**src/rtl/mem_refill_arbiter_if.sv**
```systemverilog
// mem_refill_arbiter_if
// Bundle of every handshake and data signal around mem_refill_arbiter. It
// covers the I-cache request side, the D-cache request side and the
// main-memory port.
//   master : arbiter view. It takes the cache requests and memory responses,
//            and drives the acks, read data, word index and memory request.
//   slave  : environment view (cache controllers plus memory model).
// Parameters: ADDR_W (byte address width), DATA_W (word width) and
// LINE_WORDS (words per line, power of two, 2..16).
interface mem_refill_arbiter_if #(
  parameter int unsigned ADDR_W     = 32,
  parameter int unsigned DATA_W     = 32,
  parameter int unsigned LINE_WORDS = 4
);
  localparam int unsigned IDX_W = $clog2(LINE_WORDS);

  // I-cache refill engine
  logic              ic_req;
  logic [ADDR_W-1:0] ic_addr;
  logic              ic_ack;
  logic              ic_done;
  // D-cache refill / writeback engine
  logic              dc_req;
  logic              dc_we;
  logic [ADDR_W-1:0] dc_addr;
  logic [DATA_W-1:0] dc_wdata;
  logic              dc_ack;
  logic              dc_done;
  // shared return path
  logic [DATA_W-1:0] rdata;
  logic [IDX_W-1:0]  word_idx;
  // main-memory port
  logic              mem_en;
  logic              mem_we;
  logic [ADDR_W-1:0] mem_addr;
  logic [DATA_W-1:0] mem_wdata;
  logic              mem_ack;
  logic [DATA_W-1:0] mem_rdata;

  modport master (
    input  ic_req, ic_addr, dc_req, dc_we, dc_addr, dc_wdata, mem_ack, mem_rdata,
    output ic_ack, ic_done, dc_ack, dc_done, rdata, word_idx,
           mem_en, mem_we, mem_addr, mem_wdata
  );

  modport slave (
    output ic_req, ic_addr, dc_req, dc_we, dc_addr, dc_wdata, mem_ack, mem_rdata,
    input  ic_ack, ic_done, dc_ack, dc_done, rdata, word_idx,
           mem_en, mem_we, mem_addr, mem_wdata
  );
endinterface

```
**src/rtl/mem_refill_arbiter.sv**
```systemverilog
// mem_refill_arbiter
// Shares the single main-memory port between the I-cache refill engine and
// the D-cache refill/writeback engine. A grant covers a whole line of
// LINE_WORDS single-word transfers. Each word is one ISSUE cycle followed by
// WAIT until mem_ack. The winner gets one ack pulse per word in the cycle
// after mem_ack, and one done pulse in the cycle after the last ack.
// Ports:
//   clock : rising-edge clock.
//   reset : asynchronous, active-low.
//   bus   : mem_refill_arbiter_if.master. It carries the cache request/ack
//           pairs, rdata, word_idx and the mem_* request/response handshake.
// Build option:
//   ARB_ROUND_ROBIN_EN defined : round-robin. The last-served requester loses
//                                the next simultaneous contest.
//   undefined (default)        : fixed priority. The data cache wins every
//                                simultaneous contest.
module mem_refill_arbiter #(
  parameter int unsigned ADDR_W     = 32,
  parameter int unsigned DATA_W     = 32,
  parameter int unsigned LINE_WORDS = 4
) (
  input  logic                 clock,
  input  logic                 reset,
  mem_refill_arbiter_if.master bus
);
  localparam int unsigned IDX_W = $clog2(LINE_WORDS);
  localparam int unsigned OFF_W = IDX_W + 2;
  localparam logic [ADDR_W-1:0] LINE_MASK = {{(ADDR_W-OFF_W){1'b1}}, {OFF_W{1'b0}}};
  localparam logic [IDX_W-1:0]  LAST_IDX  = IDX_W'(LINE_WORDS - 1);

  typedef enum logic [1:0] {IDLE, ISSUE, WAIT, DONE} state_t;

  state_t            state;
  state_t            state_nxt;
  logic              mem_en_c;

  logic              grant_dc;
  logic              we_q;
  logic [ADDR_W-1:0] line_addr;
  logic [IDX_W-1:0]  word_idx_q;
  logic [DATA_W-1:0] wdata_q;
  logic [DATA_W-1:0] rdata_q;
  logic              ic_ack_q;
  logic              dc_ack_q;
  logic              ic_done_q;
  logic              dc_done_q;

  logic              any_req;
  logic              prio_dc;
  logic              pick_dc;
  logic              last_word;

  assign any_req   = bus.ic_req | bus.dc_req;
  assign pick_dc   = bus.dc_req & (~bus.ic_req | prio_dc);
  assign last_word = (word_idx_q == LAST_IDX);

`ifdef ARB_ROUND_ROBIN_EN
  // 1 = data cache wins the next contest. After each line it points away
  // from the requester just served.
  logic ptr_dc;

  always_ff @(posedge clock or negedge reset) begin
    if (!reset) begin
      ptr_dc <= 1'b1;
    end else if (state == DONE) begin
      ptr_dc <= ~grant_dc;
    end
  end

  assign prio_dc = ptr_dc;
`else
  assign prio_dc = 1'b1;
`endif

  always_ff @(posedge clock or negedge reset) begin
    if (!reset) begin
      state <= IDLE;
    end else begin
      state <= state_nxt;
    end
  end

  always_comb begin
    state_nxt = state;
    mem_en_c  = 1'b0;
    unique case (state)
      IDLE: begin
        if (any_req) begin
          state_nxt = ISSUE;
        end
      end
      ISSUE: begin
        mem_en_c  = 1'b1;
        state_nxt = WAIT;
      end
      WAIT: begin
        mem_en_c = 1'b1;
        if (bus.mem_ack) begin
          state_nxt = last_word ? DONE : ISSUE;
        end
      end
      DONE: begin
        state_nxt = IDLE;
      end
      default: begin
        state_nxt = IDLE;
      end
    endcase
  end

  // Latched grant/address, word sequencing and the one-cycle ack/done pulses.
  always_ff @(posedge clock or negedge reset) begin
    if (!reset) begin
      grant_dc   <= 1'b0;
      we_q       <= 1'b0;
      line_addr  <= '0;
      word_idx_q <= '0;
      wdata_q    <= '0;
      rdata_q    <= '0;
      ic_ack_q   <= 1'b0;
      dc_ack_q   <= 1'b0;
      ic_done_q  <= 1'b0;
      dc_done_q  <= 1'b0;
    end else begin
      ic_ack_q  <= 1'b0;
      dc_ack_q  <= 1'b0;
      ic_done_q <= 1'b0;
      dc_done_q <= 1'b0;
      unique case (state)
        IDLE: begin
          if (any_req) begin
            grant_dc   <= pick_dc;
            we_q       <= pick_dc & bus.dc_we;
            line_addr  <= (pick_dc ? bus.dc_addr : bus.ic_addr) & LINE_MASK;
            word_idx_q <= '0;
          end
        end
        ISSUE: begin
          if (we_q) begin
            wdata_q <= bus.dc_wdata;
          end
        end
        WAIT: begin
          if (bus.mem_ack) begin
            ic_ack_q <= ~grant_dc;
            dc_ack_q <= grant_dc;
            if (!we_q) begin
              rdata_q <= bus.mem_rdata;
            end
            if (!last_word) begin
              word_idx_q <= word_idx_q + IDX_W'(1);
            end
          end
        end
        DONE: begin
          ic_done_q <= ~grant_dc;
          dc_done_q <= grant_dc;
        end
        default: begin
        end
      endcase
    end
  end

  // During ISSUE the D-cache's current word is passed straight through, so
  // the request is complete in its first cycle. wdata_q holds that word for
  // the rest of WAIT.
  assign bus.mem_en    = mem_en_c;
  assign bus.mem_we    = mem_en_c & we_q;
  assign bus.mem_addr  = line_addr + {{(ADDR_W-OFF_W){1'b0}}, word_idx_q, 2'b00};
  assign bus.mem_wdata = ((state == ISSUE) && we_q) ? bus.dc_wdata : wdata_q;
  assign bus.word_idx  = word_idx_q;
  assign bus.rdata     = rdata_q;
  assign bus.ic_ack    = ic_ack_q;
  assign bus.dc_ack    = dc_ack_q;
  assign bus.ic_done   = ic_done_q;
  assign bus.dc_done   = dc_done_q;
endmodule

```
**src/flat_wrapper.sv**
```systemverilog
// flat-port wrapper written by rule: the top's interface ports become plain ports
module mem_refill_arbiter_flat 
#(
  parameter int unsigned ADDR_W     = 32,
  parameter int unsigned DATA_W     = 32,
  parameter int unsigned LINE_WORDS = 4
)
  (clock, reset, bus_ic_req, bus_ic_addr, bus_dc_req, bus_dc_we, bus_dc_addr, bus_dc_wdata, bus_mem_ack, bus_mem_rdata, bus_ic_ack, bus_ic_done, bus_dc_ack, bus_dc_done, bus_rdata, bus_word_idx, bus_mem_en, bus_mem_we, bus_mem_addr, bus_mem_wdata);
  mem_refill_arbiter_if #(.ADDR_W(ADDR_W), .DATA_W(DATA_W), .LINE_WORDS(LINE_WORDS)) bus_i ();
  input  logic clock;
  input  logic reset;
  input wire logic [$bits(bus_i.ic_req)-1:0] bus_ic_req;
  input wire logic [$bits(bus_i.ic_addr)-1:0] bus_ic_addr;
  input wire logic [$bits(bus_i.dc_req)-1:0] bus_dc_req;
  input wire logic [$bits(bus_i.dc_we)-1:0] bus_dc_we;
  input wire logic [$bits(bus_i.dc_addr)-1:0] bus_dc_addr;
  input wire logic [$bits(bus_i.dc_wdata)-1:0] bus_dc_wdata;
  input wire logic [$bits(bus_i.mem_ack)-1:0] bus_mem_ack;
  input wire logic [$bits(bus_i.mem_rdata)-1:0] bus_mem_rdata;
  output wire logic [$bits(bus_i.ic_ack)-1:0] bus_ic_ack;
  output wire logic [$bits(bus_i.ic_done)-1:0] bus_ic_done;
  output wire logic [$bits(bus_i.dc_ack)-1:0] bus_dc_ack;
  output wire logic [$bits(bus_i.dc_done)-1:0] bus_dc_done;
  output wire logic [$bits(bus_i.rdata)-1:0] bus_rdata;
  output wire logic [$bits(bus_i.word_idx)-1:0] bus_word_idx;
  output wire logic [$bits(bus_i.mem_en)-1:0] bus_mem_en;
  output wire logic [$bits(bus_i.mem_we)-1:0] bus_mem_we;
  output wire logic [$bits(bus_i.mem_addr)-1:0] bus_mem_addr;
  output wire logic [$bits(bus_i.mem_wdata)-1:0] bus_mem_wdata;
  assign bus_i.ic_req = bus_ic_req;
  assign bus_i.ic_addr = bus_ic_addr;
  assign bus_i.dc_req = bus_dc_req;
  assign bus_i.dc_we = bus_dc_we;
  assign bus_i.dc_addr = bus_dc_addr;
  assign bus_i.dc_wdata = bus_dc_wdata;
  assign bus_i.mem_ack = bus_mem_ack;
  assign bus_i.mem_rdata = bus_mem_rdata;
  assign bus_ic_ack = bus_i.ic_ack;
  assign bus_ic_done = bus_i.ic_done;
  assign bus_dc_ack = bus_i.dc_ack;
  assign bus_dc_done = bus_i.dc_done;
  assign bus_rdata = bus_i.rdata;
  assign bus_word_idx = bus_i.word_idx;
  assign bus_mem_en = bus_i.mem_en;
  assign bus_mem_we = bus_i.mem_we;
  assign bus_mem_addr = bus_i.mem_addr;
  assign bus_mem_wdata = bus_i.mem_wdata;
  mem_refill_arbiter #(.ADDR_W(ADDR_W), .DATA_W(DATA_W), .LINE_WORDS(LINE_WORDS)) u_core (.clock(clock), .reset(reset), .bus(bus_i));
endmodule
```
**config.mk**
```make
export PLATFORM = sky130hd
export DESIGN_NAME = mem_refill_arbiter_flat
export DESIGN_NICKNAME = d
export VERILOG_FILES = /design/src/rtl/mem_refill_arbiter_if.sv /design/src/rtl/mem_refill_arbiter.sv /design/src/flat_wrapper.sv
export SDC_FILE = /design/constraint.sdc
export NUM_CORES = 1
export LEC_CHECK = 0
export ABC_AREA = 1
export BUFFER_PORTS_ARGS = -buffer_cell sky130_fd_sc_hd__buf_2
export CAP_MARGIN = 20
export CORE_MARGIN = 3
export CORE_UTILIZATION = 50
export CTS_BUF_LIST = sky130_fd_sc_hd__clkbuf_2
export CTS_CLUSTER_SIZE = 20
export DETAILED_ROUTE_END_ITERATION = 10
export PLACE_DENSITY = 0.95
export SETUP_SLACK_MARGIN = 0.1
export SLEW_MARGIN = 20
export SYNTH_ARGS = -nofsm -noshare
export SYNTH_HDL_FRONTEND = slang
export SYNTH_SLANG_ARGS = --single-unit
```
**constraint.sdc**
```tcl
create_clock -name clock -period 3.07 [get_ports clock]
set_input_delay 0.1535 -clock clock [delete_from_list [all_inputs] [get_ports clock]]
set_output_delay 0.1535 -clock clock [all_outputs]
set_load 0.02 [all_outputs]
```
# Word level (Yosys, flattened, before mapping)

Index checks and enable logic that the tools add are counted.

Bits in registers: 102
Output and inout bits: 104
Logic and storage cells: 51

Add/sub/neg operators: 2
Equality and inequality tests: 7
Mux-type cells: 17
Bitwise logic cells: 5
Reduce and logical (&&, ||, !) cells: 9

Operator list:

| cell                                                                   | count |
|---|---|
| 32-bit two-way mux                                                     | 2 |
| 32-bit by 4-bit adder with 32-bit output                               | 1 |
| 2-bit two-way mux                                                      | 6 |
| 2-bit one-hot mux with 4 select lines                                  | 1 |
| 1-bit two-way mux                                                      | 7 |
| 2-bit equality test (second input constant)                            | 3 |
| 2-bit AND reduction                                                    | 3 |
| 2-bit != test (second input constant)                                  | 2 |
| 2-bit one-hot mux with 2 select lines                                  | 1 |
| 4-bit AND reduction                                                    | 1 |
| 3-bit AND reduction                                                    | 1 |
| 2-bit by 1-bit adder with 2-bit output (second input constant)         | 1 |
| 1-bit AND                                                              | 2 |
| 2-bit by 1-bit equality test with 1-bit output (second input constant) | 1 |
| 2-bit logical NOT                                                      | 1 |
| 2-bit by 1-bit != test with 1-bit output (second input constant)       | 1 |
| 1-bit NOT                                                              | 2 |
| 2-bit nonzero test                                                     | 1 |
| 2-bit OR reduction                                                     | 1 |
| 1-bit logical AND                                                      | 1 |
| 1-bit OR                                                               | 1 |

# Logic depth before layout (Yosys ltp)

Gate-level depths: netlist (run 1).

Depth in word-level cells: 4
Mapped depth: 9
Mapped depth without buffers: 8

# Least setup slack after synthesis (run 1)

No wires, ideal clock.

Path type: reg2out
Start: register u_core.state[1]
End: output bus_mem_wdata[10]
Arrival: 1.381 ns
Data required time: 2.917 ns
Path slack: 1.536 ns
Cell stages (with the launch flop): 6
Buffers on the path: 1
Cell sequence: dfrtp_1 inv_1 ha_1 nand2_1 buf_2 mux2_2

Cells in the longest elaborated chain, start to end: 3

RTL lines:

| element                                        | RTL line                  | text |
|---|---|---|
| start: declaration                             | mem_refill_arbiter.sv:33  | `state_t state;` |
| start signal: assignment                       | mem_refill_arbiter.sv:79  | `state <= state_nxt;` |
| 2-bit by 1-bit equality test with 1-bit output | mem_refill_arbiter.sv:171 | `assign bus.mem_wdata = ((state == ISSUE) && we_q) ? bus.dc_wdata : wdata_q;` |
| 1-bit logical AND                              | mem_refill_arbiter.sv:171 |  |
| 32-bit two-way mux                             | mem_refill_arbiter.sv:171 |  |
| end: declaration                               | flat_wrapper.sv:29        | `output wire logic [$bits(bus_i.mem_wdata)-1:0] bus_mem_wdata;` |

Every way passes these cells.

# Worst setup path after layout (run 1)

Start: register u_core.state[1]
End: register u_core.line_addr[12]

Cells in the longest elaborated chain, start to end: 2

RTL lines:

| element                       | RTL line                  | text |
|---|---|---|
| 2-bit logical NOT             | mem_refill_arbiter.sv:129 | `unique case (state)` |
| 2-bit AND reduction (no line) | n/a                       |  |
| end signal: assignment        | mem_refill_arbiter.sv:134 | `line_addr <= (pick_dc ? bus.dc_addr : bus.ic_addr) & LINE_MASK;` |
| end: declaration              | mem_refill_arbiter.sv:39  | `logic [ADDR_W-1:0] line_addr;` |

Every way passes these cells.
A chain may end at the register's enable or synchronous reset.

==> results.yml, run 1 <==
worst_setup_path:
  critPathKind: "reg2reg"
  crit_fanout: 31
  rr_startpoint: "u_core.state[1]"
  critPathLaunchType: "flip-flop"
  r2r_cells: 7
  r2r_end: "u_core.line_addr[12]"
  arrival_ns: 3.17
  end_kind: "flip-flop"
  ff2ff_setup_slack_ns: 0.43
  critPathRequiredTime_ns: 3.60
power:
  ir_worst_vdd_mv: 0.424
  powerDensity_nw_per_um2: 872
  p_leak_nw: 3.99
yosys:
  syn_area_per_cell_um2: 9.26
  syn-instance-count: 484
  synth_top_area_share_pct: 57.0
  synth_top_family_by_area: "simple AND/OR/NAND/NOR gates"
  synth.area.mux_share_pct: 8.04
  yosys.area_share.simple_pct: 18.3
  synth_compound_area_share_pct: 7.15
  synthTopCellsByArea: "dfrtp_1, nand2_1, mux2_2, o21ai_0, inv_1"
  synth_xor_area_share_pct: 0
  synthesis.area_um2: 4480
  seq_area_frac_synth_pct: 57.0
  synthAdderAreaFrac_pct: 1.68
  synth-seq-cells: 102
  yosys.area.top_type: "dfrtp_1"
  yosys_warnings: 0
  synth_cell_types: 20
floorplanning:
  num_rows: 33
  initial_utilization_pct: 52.9
  die_h_um: 101
  coreArea_um2: 8460
  io_pins: 238
  dieArea_um2: 10100
  dieWidth_um: 101
cts:
  clkTransAtPathRegs_ns: 0.27
  insertion_delay_ns: 0.56
  cts-root-buf: "clkbuf_2"
  cts.path.max_buffers: 2
  cts_inserted_buffers: 9
  cts_tree: "yes"
  clock-sinks: 102
  h-tree-depth: 3
placement:
  hpwl_um: 8670
  dpl.cell_count: 790
  placed_area_um2: 5600
  gp_congestion: 0.856
  portBuffers: 227
timing:
  slew_headroom_pct: 55.1
  fin_crit_sh_pct: 85.9
  worst_slew_pin_slew_ns: 0.672
  fin_tns_setup_ns: 0
  setup_viol: 0
  slew_viol_final: 0
  finalClockSkew_ns: 0.0258
  rsz0062_at_grt: "no"
  fmax_mhz: 379
  min_period_ns: 2.64
  hold_viol_final: 0
grt:
  grt_antenna_before_repair: 0
  track_usage_pct: 32.9
  grt_max_degree: 103
  grt_first_pass_wirelength_um: 26000
  grt_pass1_vias: 5197
  grt.overflow.total: 0
route:
  avgRoutedWirePerCell_um: 17.7
  drc: 0
  drt_pass1_iterations: 5
  drt_iter0_drc: 271
  viasPerCell: 5.17
  ant_nets: 0
  vias: 4910
  totalWireLength_um: 16800
finish:
  fin_area_um2: 7120
  final_layout_size_suffix_gt1_share_pct: 33.4
  area_growth_pct: 59.0
  nNetsFinal: 979
  final_cells: 950
worst_hold_path:
  min_to: "u_core.grant_dc"
  hold_start: "bus_dc_req"
  hold_depth: 3
  hold_class: "in2reg"
outcome:
  outcome: "completed"
job:
  drv_cap: 0
==> state kept, by name (all words and copies together) (netlist names) <==
name                 flops
u_core.grant_dc          1
u_core.we_q              1
u_core.wdata_q          32
u_core.state             2
u_core.bus.word_idx      2
u_core.bus.ic_done       1
u_core.bus.dc_ack        1
u_core.bus.rdata        32
u_core.line_addr        28
u_core.bus.dc_done       1
u_core.bus.ic_ack        1
==> placed cells by master, fill, tap and decap left out <==
master         Yosys  final
clkbuf_2           0     10
clkinv_2           0      2
clkinvlp_4         0      2
dlygate4sd3_1      0    143
dfrtp_1          102    102
nand3_1            3      3
inv_6              0      1
conb_1             1      2
nand2_2            1      1
ha_1               6      6
inv_2              2      2
diode_2            0      1
nor2_8             1      1
nand2_1          189    189
inv_1             43     43
buf_2             10    226
o21ai_1            6      6
mux2_2            32     32
nor2_1             7      7
nand3_4            1      1
buf_4              6      2
buf_12             0      1
nor2_4             1      1
nand4_1            2      2
o21ai_0           58     58
clkinv_1           0      1
==> metal layers <==
metal,track usage (%),vias to the layer above,part of all wire (%)
met3,8.51,68,11
met1,38.6,2281,36
li1,-,2208,-
met5,0,-,0
met4,16.7,0,4.0
met2,55.6,353,49
==> worst max path at each step <==
stage	start	end	slack (ns)
finish	u_core.state[1]	u_core.line_addr[12]	0.43
global route	u_core.state[1]	u_core.line_addr[10]	0.25
CTS	u_core.state[1]	u_core.line_addr[30]	0.55
detailed placement	u_core.state[1]	u_core.we_q	1.12
global placement	u_core.state[1]	u_core.we_q	1.19
floorplan	u_core.state[1]	bus_mem_wdata[10]	1.54
==> worst max-delay path: stages, from the launching register on <==
cell	delay [ns]
dfrtp_1	0.48
inv_1	0.15
ha_1	0.29
inv_2	0.23
nor2_4	0.61
nand2_1	0.17
nand2_1	0.12
dlygate4sd3_1	0.56
==> metrics by stage <==
step           setup slack, ns  utilization, %  hold WS (ns)  total power [mW]
3_3_place_gp              1.19            66.2         0.245              4.98
3_5_place_dp              1.12            66.2         0.256              5.13
4_1_cts                  0.547            84.0      0.000899              6.00
2_1_floorplan             1.54               -        -0.142              4.13
5_1_grt                  0.251            84.1         0.113              6.55
6_report                 0.433            84.1         0.116              6.21
==> power breakdown <==
group          internal (mW)  switching (mW)
sequential              1.95           0.341
clock                  0.107           0.446
combinational           1.28            2.09
total                   3.33            2.87
==> Yosys cell counts <==
master / n
o21ai_1: 6
inv_1: 43
buf_2: 10
dfrtp_1: 102
nand3_4: 1
buf_6: 5
ha_1: 6
clkbuf_1: 8
conb_1: 1
nand3_1: 3
o21ai_0: 58
inv_2: 2
nand2_2: 1
nand4_1: 2
nand2_1: 189
nor2_1: 7
nor2_8: 1
mux2_2: 32
nor2_4: 1
buf_4: 6
==> cell families after synthesis <==
kind of cell / after synthesis
AO/OA/AOI/OAI: 64
AND/OR/NAND/NOR: 205
adder cells (fa/ha/maj): 6
buffers and inverters: 74
multiplexers: 32
other: 1
flip-flops: 102
==> final cells by class <==
type	count	area, um2
sequential	102	2550
fill	395	1340
timing repair buffer	372	2600
antenna	1	2.50
tap	105	131
clock inverter	6	37.5
inverter	45	169
multi-input combinational	309	1580
clock buffer	10	50.0
==> what timing repair did <==
item,CTS,global route
endpoints found under the hold margin,197,1
resized for setup,0,0
hold buffers,142,1
endpoints found under the setup margin,0,0
setup buffers,0,0
(Power assumes the default switching activity.)
==> run 2, diff against run 1 <==
--- a/config.mk
+++ b/config.mk
@@ -9,8 +9,7 @@
 export BUFFER_PORTS_ARGS = -buffer_cell sky130_fd_sc_hd__buf_2
 export CAP_MARGIN = 20
 export CORE_MARGIN = 3
-export CORE_UTILIZATION = 50
-export CTS_BUF_LIST = sky130_fd_sc_hd__clkbuf_2
+export CORE_UTILIZATION = 49
 export CTS_CLUSTER_SIZE = 20
 export DETAILED_ROUTE_END_ITERATION = 10
 export PLACE_DENSITY = 0.95
==> results.yml, run 2 (same netlist as run 1, synthesis figures left out) <==
floorplanning:
  num_rows: 34
  die_h_um: 102
  dieArea_um2: 10300
  coreArea_um2: 8810
  initial_utilization_pct: 50.9
  io_pins: 238
  dieWidth_um: 102
worst_setup_path:
  rr_startpoint: "u_core.state[1]"
  critPathBufInv: 3
  critPathKind: "reg2out"
  crit_start: "u_core.state[1]"
  crit_chain: "inv_1, ha_1, nand2_1, buf_4, mux2_2, buf_2"
  end_kind: "output pin"
  slowest_delay_ns: 0.41
  crit_path_top_delay_cell: "dfrtp_1"
  crit_fanout: 32
  critPathRequiredTime_ns: 2.92
  critPathLaunchType: "flip-flop"
  cp_top_family: "buffers and inverters"
  arrival_ns: 2.06
timing:
  fin_tns_setup_ns: 0
  worst_slew_pin_slew_ns: 0.809
  fin_crit_sh_pct: 72.2
  hold_viol_final: 0
  slew_headroom_pct: 46.1
  fmax_mhz: 451
  setup_viol: 0
  slew_viol_final: 0
  holdWs_ns: 0.0374
  rsz0062_at_grt: "no"
  min_period_ns: 2.22
  finalClockSkew_ns: 0.00903
worst_hold_path:
  hold_class: "in2reg"
  hold_start: "bus_mem_rdata[5]"
placement:
  portBuffers: 227
  hpwl_um: 8330
  gp_congestion: 0.887
job:
  drv_cap: 0
finish:
  final_layout_size_suffix_gt1_share_pct: 39.9
  n_antenna_cell: 0
  mostFrequentLayoutCells: "buf_2, nand2_1, dfrtp_1, o21ai_0, inv_1"
  area_growth_pct: 29.3
  nNetsFinal: 837
  final_common_cell: "buf_2"
power:
  powerDensity_nw_per_um2: 1010
  p_int_mw: 3.33
  pwr-share-clk_pct: 13.9
  power_switching_mw: 2.54
  ir_worst_vdd_mv: 0.464
  comb_power_share_pct: 48.0
  seqPwrFrac_pct: 38.1
  p_leak_nw: 3.40
  p_sw_share_pct: 43.3
route:
  drt_iter0_drc: 104
  avgRoutedWirePerCell_um: 13.3
  route.met3.wl_um: 897
  top_layer: "met4"
  drc: 0
  vias: 3836
  ant_nets: 0
  route.met2.wl_um: 5650
  drt_pass1_iterations: 5
  totalWireLength_um: 10800
  met1Wirelength_um: 4100
  viasPerCell: 4.74
cts:
  cts-root-buf: "clkbuf_8"
  cts.path.max_buffers: 2
  cts_hold_buf: 0
  cts_setup_buffers: 0
  clkTransAtPathRegs_ns: 0.09
  cts_tree: "yes"
  insertion_delay_ns: 0.33
  clock-sinks: 102
  h-tree-depth: 3
  cts_inserted_buffers: 9
  post_cts_resize_count: 0
grt:
  grt_pass1_vias: 3653
  grt.overflow.total: 0
  grt_first_pass_wirelength_um: 16500
  grt_antenna_before_repair: 0
  track_usage_pct: 19.9
  grt_max_degree: 94
outcome:
  outcome: "completed"
==> run 2: changes by cell type in the layout (fill, tap and decap cells not counted), moves of 2 or more <==
cell and delta:
clkbuf_8 +10, dlygate4sd3_1 -142, clkbuf_2 -10, clkinv_2 -2, clkbuf_1 +2
==> run 2: power groups by stage <==
stage / registers, mW / logic, mW / clock network, mW
after floorplan: 2.67 / 1.46 / 0
after CTS: 2.24 / 2.85 / 0.846
final: 2.24 / 2.82 / 0.817
after global placement: 2.21 / 2.73 / 0
after detailed placement: 2.26 / 2.86 / 0
after global routing: 2.30 / 3.08 / 0.905
==> run 2: area by class of cell <==
| cell class | instances | area (um2) |
|---|---|---|
| Clock inverter | 3 | 45.0 |
| Fill cell | 701 | 3010 |
| Multi-Input combinational cell | 309 | 1580 |
| Inverter | 45 | 169 |
| Clock buffer | 12 | 145 |
| Sequential cell | 102 | 2550 |
| Timing Repair Buffer | 230 | 1170 |
| Tap cell | 108 | 135 |
==> run 2: routing by layer <==
layer | global-route usage (%) | vias up
li1 | - | 1919
met1 | 22.4 | 1730
met2 | 37.3 | 177
met3 | 4.27 | 10
met4 | 6.34 | 0
met5 | 0 | -
==> run 2: metrics by stage <==
stage	instances	utilization, %	instance area (um2)	power [mW]	setup slack [ns]
detailed placement	793	63.5	5590	5.11	1.07
global placement	793	63.5	5590	4.95	1.19
floorplan	485	-	4480	4.13	1.54
global route	809	65.8	5800	6.29	0.747
finish	809	65.8	5800	5.87	0.853
CTS	808	65.7	5780	5.94	0.846
==> run 2: worst reg2reg max path: cells and delay by family (launching register included) <==
family	cells	cell delay, ns
and+or+nand+nor	1	0.58
buffers and inverters	2	0.37
DFF	1	0.43
adders and majority gates	1	0.28
AOI/OAI and AO/OA	1	0.20
==> run 2: path summary, 6_finish.rpt <==
path,end,slack (ns),cells after the start
min in group asynchronous,u_core.wdata_q[9],0.45,2
hold reg to reg,u_core.bus.rdata[23],0.49,2
setup / recovery,bus_mem_wdata[7],0.85,6
setup reg to reg,u_core.grant_dc,1.08,5
max in group asynchronous,u_core.grant_dc,1.93,3
hold / removal,u_core.bus.rdata[5],0.04,3
==> run 3, diff against run 2 <==
--- a/config.mk
+++ b/config.mk
@@ -9,10 +9,10 @@
 export BUFFER_PORTS_ARGS = -buffer_cell sky130_fd_sc_hd__buf_2
 export CAP_MARGIN = 20
 export CORE_MARGIN = 3
-export CORE_UTILIZATION = 49
+export CORE_UTILIZATION = 41
 export CTS_CLUSTER_SIZE = 20
 export DETAILED_ROUTE_END_ITERATION = 10
-export PLACE_DENSITY = 0.95
+export PLACE_DENSITY = 0.88
 export SETUP_SLACK_MARGIN = 0.1
 export SLEW_MARGIN = 20
 export SYNTH_ARGS = -nofsm -noshare
==> constraint.sdc (replaced) <==
create_clock -name clock -period 2 [get_ports clock]
set_input_delay 0.1 -clock clock [delete_from_list [all_inputs] [get_ports clock]]
set_output_delay 0.1 -clock clock [all_outputs]
set_load 0.02 [all_outputs]
==> results.yml, run 3 (same netlist as run 1, synthesis figures left out) <==
job:
  drv_cap: 0
finish:
  n_fill_cell: 765
  nNetsFinal: 924
  area_growth_pct: 57.9
  fin_area_um2: 7070
  final_cells: 925
  final_layout_size_suffix_gt1_share_pct: 41.6
  final_common_cell: "buf_2"
  n_antenna_cell: 0
  mostFrequentLayoutCells: "buf_2, nand2_1, dfrtp_1, o21ai_0, dlygate4sd3_1"
grt:
  grt_first_pass_wirelength_um: 22200
  grt.overflow.total: 0
  track_usage_pct: 22.1
  grt_antenna_before_repair: 0
  grt_pass1_vias: 4322
  grt_max_degree: 65
worst_setup_path:
  arrival_ns: 1.83
  end_kind: "output pin"
  crit_fanout: 8
  critPathLaunchType: "flip-flop"
  critPathRequiredTime_ns: 1.90
  critPathKind: "reg2out"
cts:
  clock-sinks: 102
  cts.path.max_buffers: 2
  cts-root-buf: "clkbuf_8"
  insertion_delay_ns: 0.36
  h-tree-depth: 3
  cts_inserted_buffers: 9
  cts_tree: "yes"
  clkTransAtPathRegs_ns: 0.11
floorplanning:
  coreArea_um2: 10500
  initial_utilization_pct: 42.8
  dieWidth_um: 111
  num_rows: 37
  dieArea_um2: 12200
  io_pins: 238
  die_h_um: 111
placement:
  gp_congestion: 0.787
  hpwl_um: 8310
  placed_area_um2: 5710
  portBuffers: 227
  dpl.cell_count: 827
timing:
  setup_viol: 0
  fin_tns_setup_ns: 0
  slew_viol_final: 0
  min_period_ns: 1.93
  hold_viol_final: 0
  fin_crit_sh_pct: 96.5
  finalClockSkew_ns: 0.0137
  fmax_mhz: 518
  rsz0062_at_grt: "yes"
power:
  powerDensity_nw_per_um2: 1560
  power_mw: 11.0
  p_leak_nw: 4.07
  ir_worst_vdd_mv: 0.996
route:
  drt_iter0_drc: 345
  vias: 4272
  ant_nets: 0
  avgRoutedWirePerCell_um: 15.2
  drt_pass1_iterations: 5
  viasPerCell: 4.62
  totalWireLength_um: 14000
  drc: 0
outcome:
  outcome: "completed"
worst_hold_path:
  hold_class: "in2reg"
## run 3: cell types whose count changed in the layout (fill, tap and decap cells not counted), moves of 30 or more
cell,delta
buf_6,+32
mux2_2,-30
dlygate4sd3_1,+45
buf_4,+33
mux2_4,+30
buf_2,-32
## run 3: critical path: stages (launching register included)
cell and delay, ns:
dfrtp_1 0.42, inv_2 0.09, ha_4 0.16, nand2_8 0.06, buf_6 0.14, buf_16 0.15
mux2_4 0.32, buf_6 0.14
## run 3: power breakdown
group	internal, mW	switching (mW)	total (mW)
Clock	0.597	0.736	1.33
Sequential	3.01	0.483	3.49
Combinational	2.86	3.32	6.18
## run 3: routing by layer
| layer | vias up | routed length (um) | track usage, % |
|---|---|---|---|
| met2 | 213 | 7120 | 38.8 |
| met5 | - | 0 | 0 |
| met3 | 14 | 1010 | 4.99 |
| met4 | 0 | 168 | 5.58 |
| met1 | 1941 | 5730 | 27.7 |
| li1 | 2104 | - | - |
## run 3: cell type report
class	count	area, um2	share of cell area [%]
inverter	45	169	2.39
tap	136	170	2.41
clock buffer	9	124	1.75
clock inverter	7	80.1	1.13
timing repair buffer	315	2230	31.5
multi-input combinational	311	1750	24.7
sequential	102	2550	36.1
## run 3: final timing paths
| path | start | to | slack (ns) | depth (start not counted) |
|---|---|---|---|---|
| setup / recovery | u_core.state[1] | bus_mem_wdata[22] | 0.07 | 7 |
| hold / removal | bus_mem_rdata[23] | u_core.bus.rdata[23] | 0.007 | 3 |
| setup reg to reg | u_core.state[0] | u_core.bus.word_idx[1] | 0.15 | 9 |
| hold reg to reg | u_core.bus.rdata[15] | u_core.bus.rdata[15] | 0.50 | 2 |
| max in group asynchronous | reset | u_core.bus.ic_done | 1.15 | 3 |
| min in group asynchronous | reset | u_core.wdata_q[29] | 0.23 | 2 |
## run 3: metrics by stage
stage	utilization, %	setup WS (ns)	hold slack, ns
2_1_floorplan	-	0.472	-0.196
3_3_place_gp	54.6	0.332	0.0527
3_5_place_dp	54.6	0.258	0.0576
4_1_cts	66.6	0.0732	0.000207
5_1_grt	67.6	0.00116	0.00921
6_report	67.6	0.0693	0.00676
## run 3: what timing repair did
| item | in CTS | in global routing |
|---|---|---|
| hold buffers | 44 | 2 |
| hold endpoints to repair | 69 | 2 |
| pin swaps | 2 | 1 |
| gates cloned | 3 | 2 |
| gates resized for setup | 103 | 2 |
| setup endpoints to repair | 32 | 64 |
| buffers inserted | 23 | 8 |
